$ cat config.mk
export PLATFORM = sky130hd
export DESIGN_NAME = subsys_lifecycle_resp
export DESIGN_NICKNAME = d
export VERILOG_FILES = /design/src/rtl/subsys_lifecycle_resp.sv
export SDC_FILE = /design/constraint.sdc
export NUM_CORES = 1
export LEC_CHECK = 0
export ABC_AREA = 1
export CORE_MARGIN = 4
export CORE_UTILIZATION = 44
export DETAILED_ROUTE_END_ITERATION = 6
export PLACE_DENSITY = 0.81
export SLEW_MARGIN = 20
export SYNTH_ARGS = -nofsm -noshare
export SYNTH_HDL_FRONTEND = slang
export SYNTH_SLANG_ARGS = --single-unit
$ cat constraint.sdc
create_clock -name clk -period 2.84 [get_ports clk]
set_clock_uncertainty 0.15 [all_clocks]
set_input_delay 0.284 -clock clk [delete_from_list [all_inputs] [get_ports clk]]
set_output_delay 0.284 -clock clk [all_outputs]
set_load 0.01 [all_outputs]
$ cat src/rtl/subsys_lifecycle_resp.sv
// Lifecycle responder for one local subsystem.
// Accepts INIT / SHUTDOWN / HEALTH requests one at a time, drives one-cycle
// start/stop pulses to the subsystem, waits for done/fail and returns a
// tagged response with a valid/ready handshake.
// Optional completion timeout: define SUBSYS_RESP_TIMEOUT_EN to enable it.
module subsys_lifecycle_resp #(
  parameter int ID_W    = 3,
  parameter int TIMEOUT = 255
) (
  input  logic            clk,
  input  logic            rst,
  input  logic            req_valid,
  output logic            req_ready,
  input  logic [1:0]      req_op,
  input  logic [ID_W-1:0] req_id,
  output logic            rsp_valid,
  input  logic            rsp_ready,
  output logic [1:0]      rsp_status,
  output logic [ID_W-1:0] rsp_id,
  output logic            sub_start,
  output logic            sub_stop,
  input  logic            sub_done,
  input  logic            sub_fail,
  output logic [2:0]      state_o
);

  localparam logic [2:0] ST_OFF      = 3'd0;
  localparam logic [2:0] ST_INITING  = 3'd1;
  localparam logic [2:0] ST_READY    = 3'd2;
  localparam logic [2:0] ST_STOPPING = 3'd3;
  localparam logic [2:0] ST_FAULT    = 3'd4;

  localparam logic [1:0] OP_INIT     = 2'b00;
  localparam logic [1:0] OP_SHUTDOWN = 2'b01;
  localparam logic [1:0] OP_HEALTH   = 2'b10;

  localparam logic [1:0] RS_OK      = 2'b00;
  localparam logic [1:0] RS_BAD     = 2'b01;
  localparam logic [1:0] RS_FAIL    = 2'b10;
  localparam logic [1:0] RS_TIMEOUT = 2'b11;

  // The counter is 16 bits wide, so only 1..65535 is meaningful.
  if (TIMEOUT < 1 || TIMEOUT > 65535) begin : g_bad_timeout
    $error("TIMEOUT must be in 1..65535");
  end

  logic [2:0]      state_q, state_d;
  logic            rsp_valid_q, rsp_valid_d;
  logic [1:0]      rsp_status_q, rsp_status_d;
  logic [ID_W-1:0] rsp_id_q, rsp_id_d;
  logic            sub_start_q, sub_start_d;
  logic            sub_stop_q, sub_stop_d;

  logic idle_state;
  logic busy;
  logic accept;
  logic pulse_cycle;
  logic fail_ev;
  logic done_ev;

  assign idle_state  = (state_q == ST_OFF) || (state_q == ST_READY) || (state_q == ST_FAULT);
  assign busy        = (state_q == ST_INITING) || (state_q == ST_STOPPING);
  // Combinational ready is also masked by rst so it reads 0 while reset is held.
  assign req_ready   = idle_state && !rsp_valid_q && !rst;
  assign accept      = req_valid && req_ready;
  // Completion inputs are not trusted in the cycle the start/stop pulse is out.
  assign pulse_cycle = sub_start_q || sub_stop_q;
  assign fail_ev     = busy && !pulse_cycle && sub_fail;
  assign done_ev     = busy && !pulse_cycle && sub_done && !sub_fail;

`ifdef SUBSYS_RESP_TIMEOUT_EN
  localparam logic [15:0] TMO_LAST = 16'(TIMEOUT - 1);
  logic [15:0] tmo_cnt_q, tmo_cnt_d;
  logic        tmo_hit;

  // Count cycles spent in INITING/STOPPING; the counter sits at zero while
  // idle, so entering a busy state always starts from zero.
  always_comb begin
    tmo_cnt_d = busy ? tmo_cnt_q + 16'd1 : 16'd0;
  end

  assign tmo_hit = busy && (tmo_cnt_q == TMO_LAST);

  // Timeout counter register.
  always_ff @(posedge clk or posedge rst) begin
    if (rst) tmo_cnt_q <= 16'd0;
    else     tmo_cnt_q <= tmo_cnt_d;
  end
`endif

  // Next-state, response and pulse decisions.
  always_comb begin
    state_d      = state_q;
    rsp_valid_d  = rsp_valid_q;
    rsp_status_d = rsp_status_q;
    rsp_id_d     = rsp_id_q;
    sub_start_d  = 1'b0;
    sub_stop_d   = 1'b0;

    if (rsp_valid_q && rsp_ready) rsp_valid_d = 1'b0;

    if (accept) begin
      // rsp_valid is low here, so the id can be latched without disturbing
      // a held response.
      rsp_id_d = req_id;
      case (req_op)
        OP_INIT: begin
          if (state_q == ST_READY) begin
            rsp_valid_d  = 1'b1;
            rsp_status_d = RS_BAD;
          end else begin
            state_d     = ST_INITING;
            sub_start_d = 1'b1;
          end
        end
        OP_SHUTDOWN: begin
          if (state_q == ST_OFF) begin
            rsp_valid_d  = 1'b1;
            rsp_status_d = RS_OK;
          end else begin
            state_d    = ST_STOPPING;
            sub_stop_d = 1'b1;
          end
        end
        OP_HEALTH: begin
          rsp_valid_d  = 1'b1;
          rsp_status_d = (state_q == ST_READY) ? RS_OK : RS_BAD;
        end
        default: begin
          rsp_valid_d  = 1'b1;
          rsp_status_d = RS_BAD;
        end
      endcase
    end else if (fail_ev) begin
      state_d      = ST_FAULT;
      rsp_valid_d  = 1'b1;
      rsp_status_d = RS_FAIL;
    end else if (done_ev) begin
      state_d      = (state_q == ST_INITING) ? ST_READY : ST_OFF;
      rsp_valid_d  = 1'b1;
      rsp_status_d = RS_OK;
    end
`ifdef SUBSYS_RESP_TIMEOUT_EN
    else if (tmo_hit) begin
      state_d      = ST_FAULT;
      rsp_valid_d  = 1'b1;
      rsp_status_d = RS_TIMEOUT;
    end
`endif
  end

  // State and output registers.
  always_ff @(posedge clk or posedge rst) begin
    if (rst) begin
      state_q      <= ST_OFF;
      rsp_valid_q  <= 1'b0;
      rsp_status_q <= RS_OK;
      rsp_id_q     <= '0;
      sub_start_q  <= 1'b0;
      sub_stop_q   <= 1'b0;
    end else begin
      state_q      <= state_d;
      rsp_valid_q  <= rsp_valid_d;
      rsp_status_q <= rsp_status_d;
      rsp_id_q     <= rsp_id_d;
      sub_start_q  <= sub_start_d;
      sub_stop_q   <= sub_stop_d;
    end
  end

  assign rsp_valid  = rsp_valid_q;
  assign rsp_status = rsp_status_q;
  assign rsp_id     = rsp_id_q;
  assign sub_start  = sub_start_q;
  assign sub_stop   = sub_stop_q;
  assign state_o    = state_q;

endmodule

# Word level (Yosys, flattened, before mapping)
# Index checks and enable logic that the tools add are counted.
[op_classes] mux=27 eq_ne=11 reduce_logical=21
[ops] op="$mux W3" n=5
[ops] op="$mux W1" n=13
[ops] op="$mux W2" n=6
[ops] op="$ne A3 B3 Y1 const B" n=4
[ops] op="$logic_and A1 B1 Y1" n=8
[ops] op="$eq A3 B2 Y1 const B" n=2
[ops] op="$pmux W2 S3" n=1
[ops] op="$pmux W3 S2" n=1
[ops] op="$logic_not A1 Y1" n=4
[ops] op="$logic_or A1 B1 Y1" n=4
[ops] op="$reduce_and A4 Y1" n=1
[ops] op="$eq A3 B1 Y1 const B" n=1
[ops] op="$eq A3 B3 Y1 const B" n=1
[ops] op="$logic_not A3 Y1" n=1
[ops] op="$ne A3 B1 Y1 const B" n=1
[ops] op="$reduce_and A3 Y1" n=1
[ops] op="$reduce_bool A3 Y1" n=1
[ops] op="$eq A2 B1 Y1 const B" n=1
[ops] op="$eq A2 B2 Y1 const B" n=1
[ops] op="$logic_not A2 Y1" n=1
[ops] op="$pmux W1 S2" n=1
[word_totals] inputBits=11 wordCells=65 ff_bits=11

# Longest topological paths before layout
# Gate-level depths: netlist of run 1.
[depth] word_depth=8 depth_mapped=8 mapped_depth_nobuf=8

# Least setup slack after synthesis of run 1
# OpenSTA, ideal clock, no wires.
[synth_path] path_type="register -> register" start="register state_q[2], in the netlist state_o[2]" end="register state_q[1], in the netlist state_o[1]" setup_time_ns=0.117 arrival_ns=1.062 path_stages_with_launch=7 setup_slack_ns=1.510 cell_sequence="dfrtp_1 -> nand2_1 -> nand4_4 -> nand2_2 -> o21ai_2 -> nand2_1 -> nand2_1"
[synth_between] elab_chain_cells=8 elab_cells_between_ends=24 cone_classes="eq/ne (7); mux (4); reduce/logical (13)"
[synth_rtl] item="start: declaration" line="47" rtl="logic [2:0] state_q, state_d;"
[synth_rtl] item="start signal: assignment" line="162" rtl="state_q <= state_d;"
[synth_rtl] item="$eq A3 B2 Y1 or $logic_not A3 Y1 (tied branches)" line="61, 108, 117"
[synth_rtl] item="$logic_or A1 B1 Y1 (2 in a row)" line="61" rtl="assign idle_state = (state_q == ST_OFF) || (state_q == ST_READY) || (state_q == ST_FAULT);"
[synth_rtl] item="$logic_and A1 B1 Y1 (2 in a row)" line="64" rtl="assign req_ready = idle_state && !rsp_valid_q && !rst;"
[synth_rtl] item="$logic_and A1 B1 Y1" line="65" rtl="assign accept = req_valid && req_ready;"
[synth_rtl] item="$ne A3 B1 Y1 (no source line), or another cell as far along"
[synth_rtl] item="$reduce_and A4 Y1 (no source line)"
# Several ways; a longest one is shown, not always the timed one. The select of a mux whose other input is x is not followed.
# A chain may end at the register's enable or synchronous reset.

# Worst setup path after layout of run 1
[layout_path] start="input port rst" end="output port req_ready"
[layout_between] elab_chain_cells=2
[layout_rtl] item="start: declaration" line="11" rtl="input logic rst,"
[layout_rtl] item="$logic_not A1 Y1 (no source line)"
[layout_rtl] item="$logic_and A1 B1 Y1" line="64"
[layout_rtl] item="end: declaration" line="13" rtl="output logic req_ready,"
# No other way between the ends.

==> flow_summary.ini, run 1 <==
[timing]
fmax_ghz = 0.4668
worstMarginPinSlew_ps = 310.5
period_needed_ps = 2142
slew_headroom_pct = 79.27
finalHoldViolations = 0
maxSlewViolCount = 0
timing.setup.tns_ps = 0
fin_crit_sh_pct = 75.43
finalSetupViolCount = 0
setup_slack_ps = 697.7
rsz0062_at_grt = false

[run_status]
outcome = finished, final reports clean

[detailed_routing]
drc = 0
via_per_inst = 4.721
num_vias = 524
wire_per_inst_um = 11.23
ant_nets = 0
drt_wl_total_mm = 1.247
drt-initial-drc-count = 11
drt_first_pass_iters = 5

[setup_path]
critPathCaptureType = output pin
cp-start-kind = input port
crit_required_ps = 2410
critical-path-top-delay-family = buffers and inverters
critPathKind = in -> out
crit_buf_inv = 4
r2r_slack_ps = 1430
crit_fanout = 13
path_cells = clkdlybuf4s50_1 > inv_2 > nand3_4 > inv_1 > clkdlybuf4s50_1
r2r_start = state_o[2]
cp_slowest_cell = clkdlybuf4s50_1
cp_slowest_stage_delay_ps = 530
r2r-end = state_o[2]
reg2reg_depth = 6
crit_top_cell = clkdlybuf4s50_1
arrival_ps = 1710

[floorplanning]
die_h_um = 44.64
start_util_pct = 49.79
ioPinCount = 23
die_w_um = 44.64
row_count = 12
die_area_sq_um = 1992
coreArea_sq_um = 1186

[logic_synthesis]
synth_top_area_cell = dfrtp_1
synthAdderAreaFrac_pct = 0
async_flop_share_pct = 100.0
yosysUniqueCellTypes = 16
syn_nets = 82
synth_area_leaders = dfrtp_1, nand2_1, nand2_2, nand3_1, nor2_1
netlist_area_sq_um = 590.6
ys_seq_elements = 11
synth-xor-area-share_pct = 0
synthCells = 71
synthSimpleGateAreaFrac_pct = 45.34
synth.most_common_cell = nand2_1
ys.flop_type = dfrtp_1
synth_commonest_cells = nand2_1, dfrtp_1, nor2_1
synth_top_family_by_area = simple AND/OR/NAND/NOR gates
synth.avg_cell_area_sq_um = 8.318
synth.mux.area_fraction_pct = 0
synth_top_area_share_pct = 46.61
synth_compound_area_share_pct = 3.602
synth_edf_count = 0
yosys_warnings = 0
ys_seq_area_share_pct = 46.61

[global_routing]
grt_pass1_vias = 539
grtUsageMet1_pct = 18.80
gr-usage-met2_pct = 26.36
antenna_found_initial = 0
gr-total-overflow = 0
grt_max_degree = 14
met3_usage_pct = 3.659
busiest_layer = met2
track_usage_pct = 15.48
grt_first_pass_wirelength_mm = 2.263

[clock_network]
cts_setup_buffers = 0
holdBufCountCts = 0
cts_buffers = 3
clock_path_buffers = 2
clkTransAtPathRegs_ps = 70
worstSkewPairLatency_ps = 260
clock-root-buffer = clkbuf_4
ctsResizeCount = 0
cts_max_level = 1
cts_tree = built
cts_sinks = 11

[min_path]
min_path_type = in -> async

[power_and_ir_drop]
leakagePower_nw = 0.4174
power_uw = 750.4
power_density_nw_per_um2 = 878.1
peakVddDrop_uv = 478.2

[final_layout]
nNetsFinal = 109
syn_to_final_growth_pct = 44.70
n_antenna_cell = 0
layout-drive-gt1-share_pct = 15.46

[placed_design]
place_congestion = 0.7781
port_buffers = 22
dp_hpwl_mm = 1.032
pre_cts_slack_ps = 674.0

[flow_run]
maxCapViolations = 0
## sequential cells by signal (all words and copies together), names as in the netlist
| name | flops |
|---|---|
| rsp_status | 2 |
| rsp_id | 3 |
| sub_stop | 1 |
| state_o | 3 |
| rsp_valid | 1 |
| sub_start | 1 |
## stage by stage
step / std cells / util (%) / area [sq um] / hold WS (ps)
5_1_grt: 111 / 72.05 / 854.6 / 149.9
3_3_place_gp: 107 / 69.83 / 828.3 / 304.4
4_1_cts: 111 / 72.05 / 854.6 / 136.9
2_1_floorplan: 71 / - / 590.6 / -41.51
3_5_place_dp: 107 / 69.83 / 828.3 / 307.2
6_report: 111 / 72.05 / 854.6 / 134.1
## cell usage in the layout, fill, tap and decap left out, types with 3 or more instances in the layout
cell	synthesis	routed
clkbuf_4	0	3
clkdlybuf4s50_1	0	22
dfrtp_1	11	11
inv_1	6	6
nand2_1	26	26
nand2_2	5	5
nand3_1	6	6
nor2_1	7	7
## where the power goes
part | internal (mW) | switching (mW)
combinational | 0.189 | 0.190
clock | 0.0542 | 0.0513
sequential | 0.214 | 0.0525
total | 0.457 | 0.293
## per-layer routing
metal  wire length (um)  part of all wire, %
met1                563                   45
met2                606                   49
met3                 77                  6.2
met4                  0                    0
met5                  0                    0
## cell type report
class                   instances  area, sq um
clock buffers                   4        26.28
multi-input cells              53        289.0
well taps                      14        17.52
inverters                       7        26.28
flip-flops and latches         11        275.3
fillers                       104        331.6
repair buffers                 22        220.2
## cells by family after synthesis
family / count (synthesis)
buffers and inverters: 7
DFF: 11
AOI/OAI and AO/OA: 3
and+or+nand+nor: 50
## worst max-delay path by stage
stage               startpoint         end  depth (start not counted)  slack, ps
global placement           rst   req_ready                          5        700
global route               rst   req_ready                          5        600
finish                     rst   req_ready                          5        700
floorplan           state_o[2]  state_o[1]                          6       1510
detailed placement         rst   req_ready                          5        670
CTS                        rst   req_ready                          5        670
## worst register-to-register path: stages (launching register included)
cell     delay [ps]
dfrtp_1         440
nand2_1         190
nand4_4         180
nand2_2         150
o21ai_2          80
nand2_1          60
nand2_1          50
Note: power is estimated with default switching activity, not from simulation.
==> run 2, diff against run 1 <==
--- a/config.mk
+++ b/config.mk
@@ -7,9 +7,9 @@
 export LEC_CHECK = 0
 export ABC_AREA = 1
 export CORE_MARGIN = 4
-export CORE_UTILIZATION = 44
+export CORE_UTILIZATION = 37
 export DETAILED_ROUTE_END_ITERATION = 6
-export PLACE_DENSITY = 0.81
+export PLACE_DENSITY = 0.72
 export SLEW_MARGIN = 20
 export SYNTH_ARGS = -nofsm -noshare
 export SYNTH_HDL_FRONTEND = slang
==> constraint.sdc (replaced) <==
create_clock -name clk -period 1.8 [get_ports clk]
set_clock_uncertainty 0.15 [all_clocks]
set_input_delay 0.18 -clock clk [delete_from_list [all_inputs] [get_ports clk]]
set_output_delay 0.18 -clock clk [all_outputs]
set_load 0.01 [all_outputs]
==> run 2 against run 1 <==
Effect of this change: critical path depth down 3; via count increased by 1.3%; sequential cell count did not move; clock-buffer cell count stayed put; die area rose by 15%; wire length increased by 0.56%; global-route usage is 2.4 points lower; cell count up 5.4%; worst hold slack improved by 12 ps; sequential power up 52%; utilization shrank 13 points; non-clock buffer count is 4 higher; critical path type is now reg -> out; critical endpoint is now state_o[0].
==> flow_summary.ini, run 2 (same netlist as run 1, synthesis figures left out) <==
[run_status]
outcome = finished, final reports clean

[detailed_routing]
ant_nets = 0
drc = 0
num_vias = 531
wire_per_inst_um = 10.72
drt-initial-drc-count = 8
drt_wl_total_mm = 1.254
drt_first_pass_iters = 4
via_per_inst = 4.538

[timing]
setup_slack_ps = 154.1
rsz0062_at_grt = false
timing.setup.tns_ps = 0
finalSetupViolCount = 0
whs_ps = 146.0
maxSlewViolCount = 0
fin_crit_sh_pct = 91.44
worstMarginPinSlew_ps = 170.3
period_needed_ps = 1646
slew_headroom_pct = 88.60
finalHoldViolations = 0
fmax_ghz = 0.6076

[floorplanning]
start_util_pct = 39.20
die_w_um = 47.95
die_h_um = 47.95
die_area_sq_um = 2299
row_count = 14
ioPinCount = 23
coreArea_sq_um = 1506

[setup_path]
cp.depth = 2
crit_fanout = 4
arrival_ps = 1320
critical-path-top-delay-family = buffers and inverters
crit_buf_inv = 2
critPathCaptureType = output pin
cp_slowest_stage_delay_ps = 530
crit_required_ps = 1470
critPathKind = reg -> out
path_cells = buf_4 > clkdlybuf4s50_1
reg2reg_depth = 8
cp_slowest_cell = clkdlybuf4s50_1
cp-start-kind = flip-flop

[placed_design]
dp.cells = 112
dp_hpwl_mm = 1.036
port_buffers = 22
place_congestion = 0.7880
pre_cts_slack_ps = 73.53
place_area_sq_um = 853.3

[power_and_ir_drop]
peakVddDrop_uv = 698.2
leakagePower_nw = 0.4390
power_density_nw_per_um2 = 1359

[final_layout]
stdcell_count = 117
final_cell_area_sq_um = 889.6
nNetsFinal = 113
layout-drive-gt1-share_pct = 20.79
layout_common_cells = nand2_1, clkdlybuf4s50_1, dfrtp_1
syn_to_final_growth_pct = 50.64
final_common_cell = nand2_1
num-fill-cells = 148
regArea_sq_um = 276.5
n_antenna_cell = 0
multi_input_area_sq_um = 291.5

[global_routing]
grt_pass1_vias = 510
grt_max_degree = 13
track_usage_pct = 13.13
gr-total-overflow = 0
antenna_found_initial = 0
grt_first_pass_wirelength_mm = 2.042

[clock_network]
cts_max_level = 1
clkTransAtPathRegs_ps = 70
cts_tree = built
clock-root-buffer = clkbuf_4
clock_path_buffers = 2
cts_buffers = 3
cts_sinks = 11
worstSkewPairLatency_ps = 260

[flow_run]
maxCapViolations = 0

[min_path]
min_path_type = in -> async
[run 2: cell count changes in the layout (fill, tap and decap cells not counted)]
| cell | previous run | this run |
|---|---|---|
| nand2_2 | 5 | 6 |
| dlygate4sd2_1 | 0 | 1 |
| dfrtp_1 | 11 | 10 |
| nand2_1 | 26 | 25 |
| buf_4 | 0 | 4 |
| dfrtp_2 | 0 | 1 |
| clkdlybuf4s50_1 | 22 | 21 |
[run 2: power breakdown]
group	internal, mW	switching, mW
clock network	0.0856	0.0755
logic	0.326	0.319
registers	0.340	0.0628
[run 2: per-stage QoR]
stage / util, % / total power, mW
3_5_place_dp: 56.64 / 1.042
2_1_floorplan: - / 0.7484
3_3_place_gp: 56.64 / 1.035
5_1_grt: 59.05 / 1.321
4_1_cts: 59.05 / 1.227
6_report: 59.05 / 1.209
[run 2: what timing repair did]
item | CTS | global route
setup buffers | 1 | 0
hold buffers | 0 | 0
gates resized for setup | 3 | 0
setup endpoints to repair | 1 | 0
[run 2: area by class of cell]
type	instances	share of cell area [%]
Inverter	7	2.954
Timing Repair Buffer	26	27.99
Clock buffer	4	2.954
Tap cell	16	2.250
Multi-Input combinational cell	53	32.77
Sequential cell	11	31.08
[run 2: worst min-delay path: stages]
cell and delay, ps:
clkdlybuf4s50_1 430, inv_2 90, buf_4 210
[run 2: path summary, 6_finish.rpt]
path,start,end,slack [ps]
max in group asynchronous,rst,state_o[0],1180
min in group clk,req_id[1],rsp_id[1],310
min reg2reg,rsp_status[1],rsp_status[1],320
max,state_o[0],state_o[0],150
min,rst,state_o[0],150
max reg2reg,state_o[0],state_o[1],320
[run 2: metal layers]
metal  track usage [%]  share of wire (%)
met1             13.90                 40
met2             24.01                 52
met3             6.391                7.7
met4             1.613                  0
met5                 0                  0
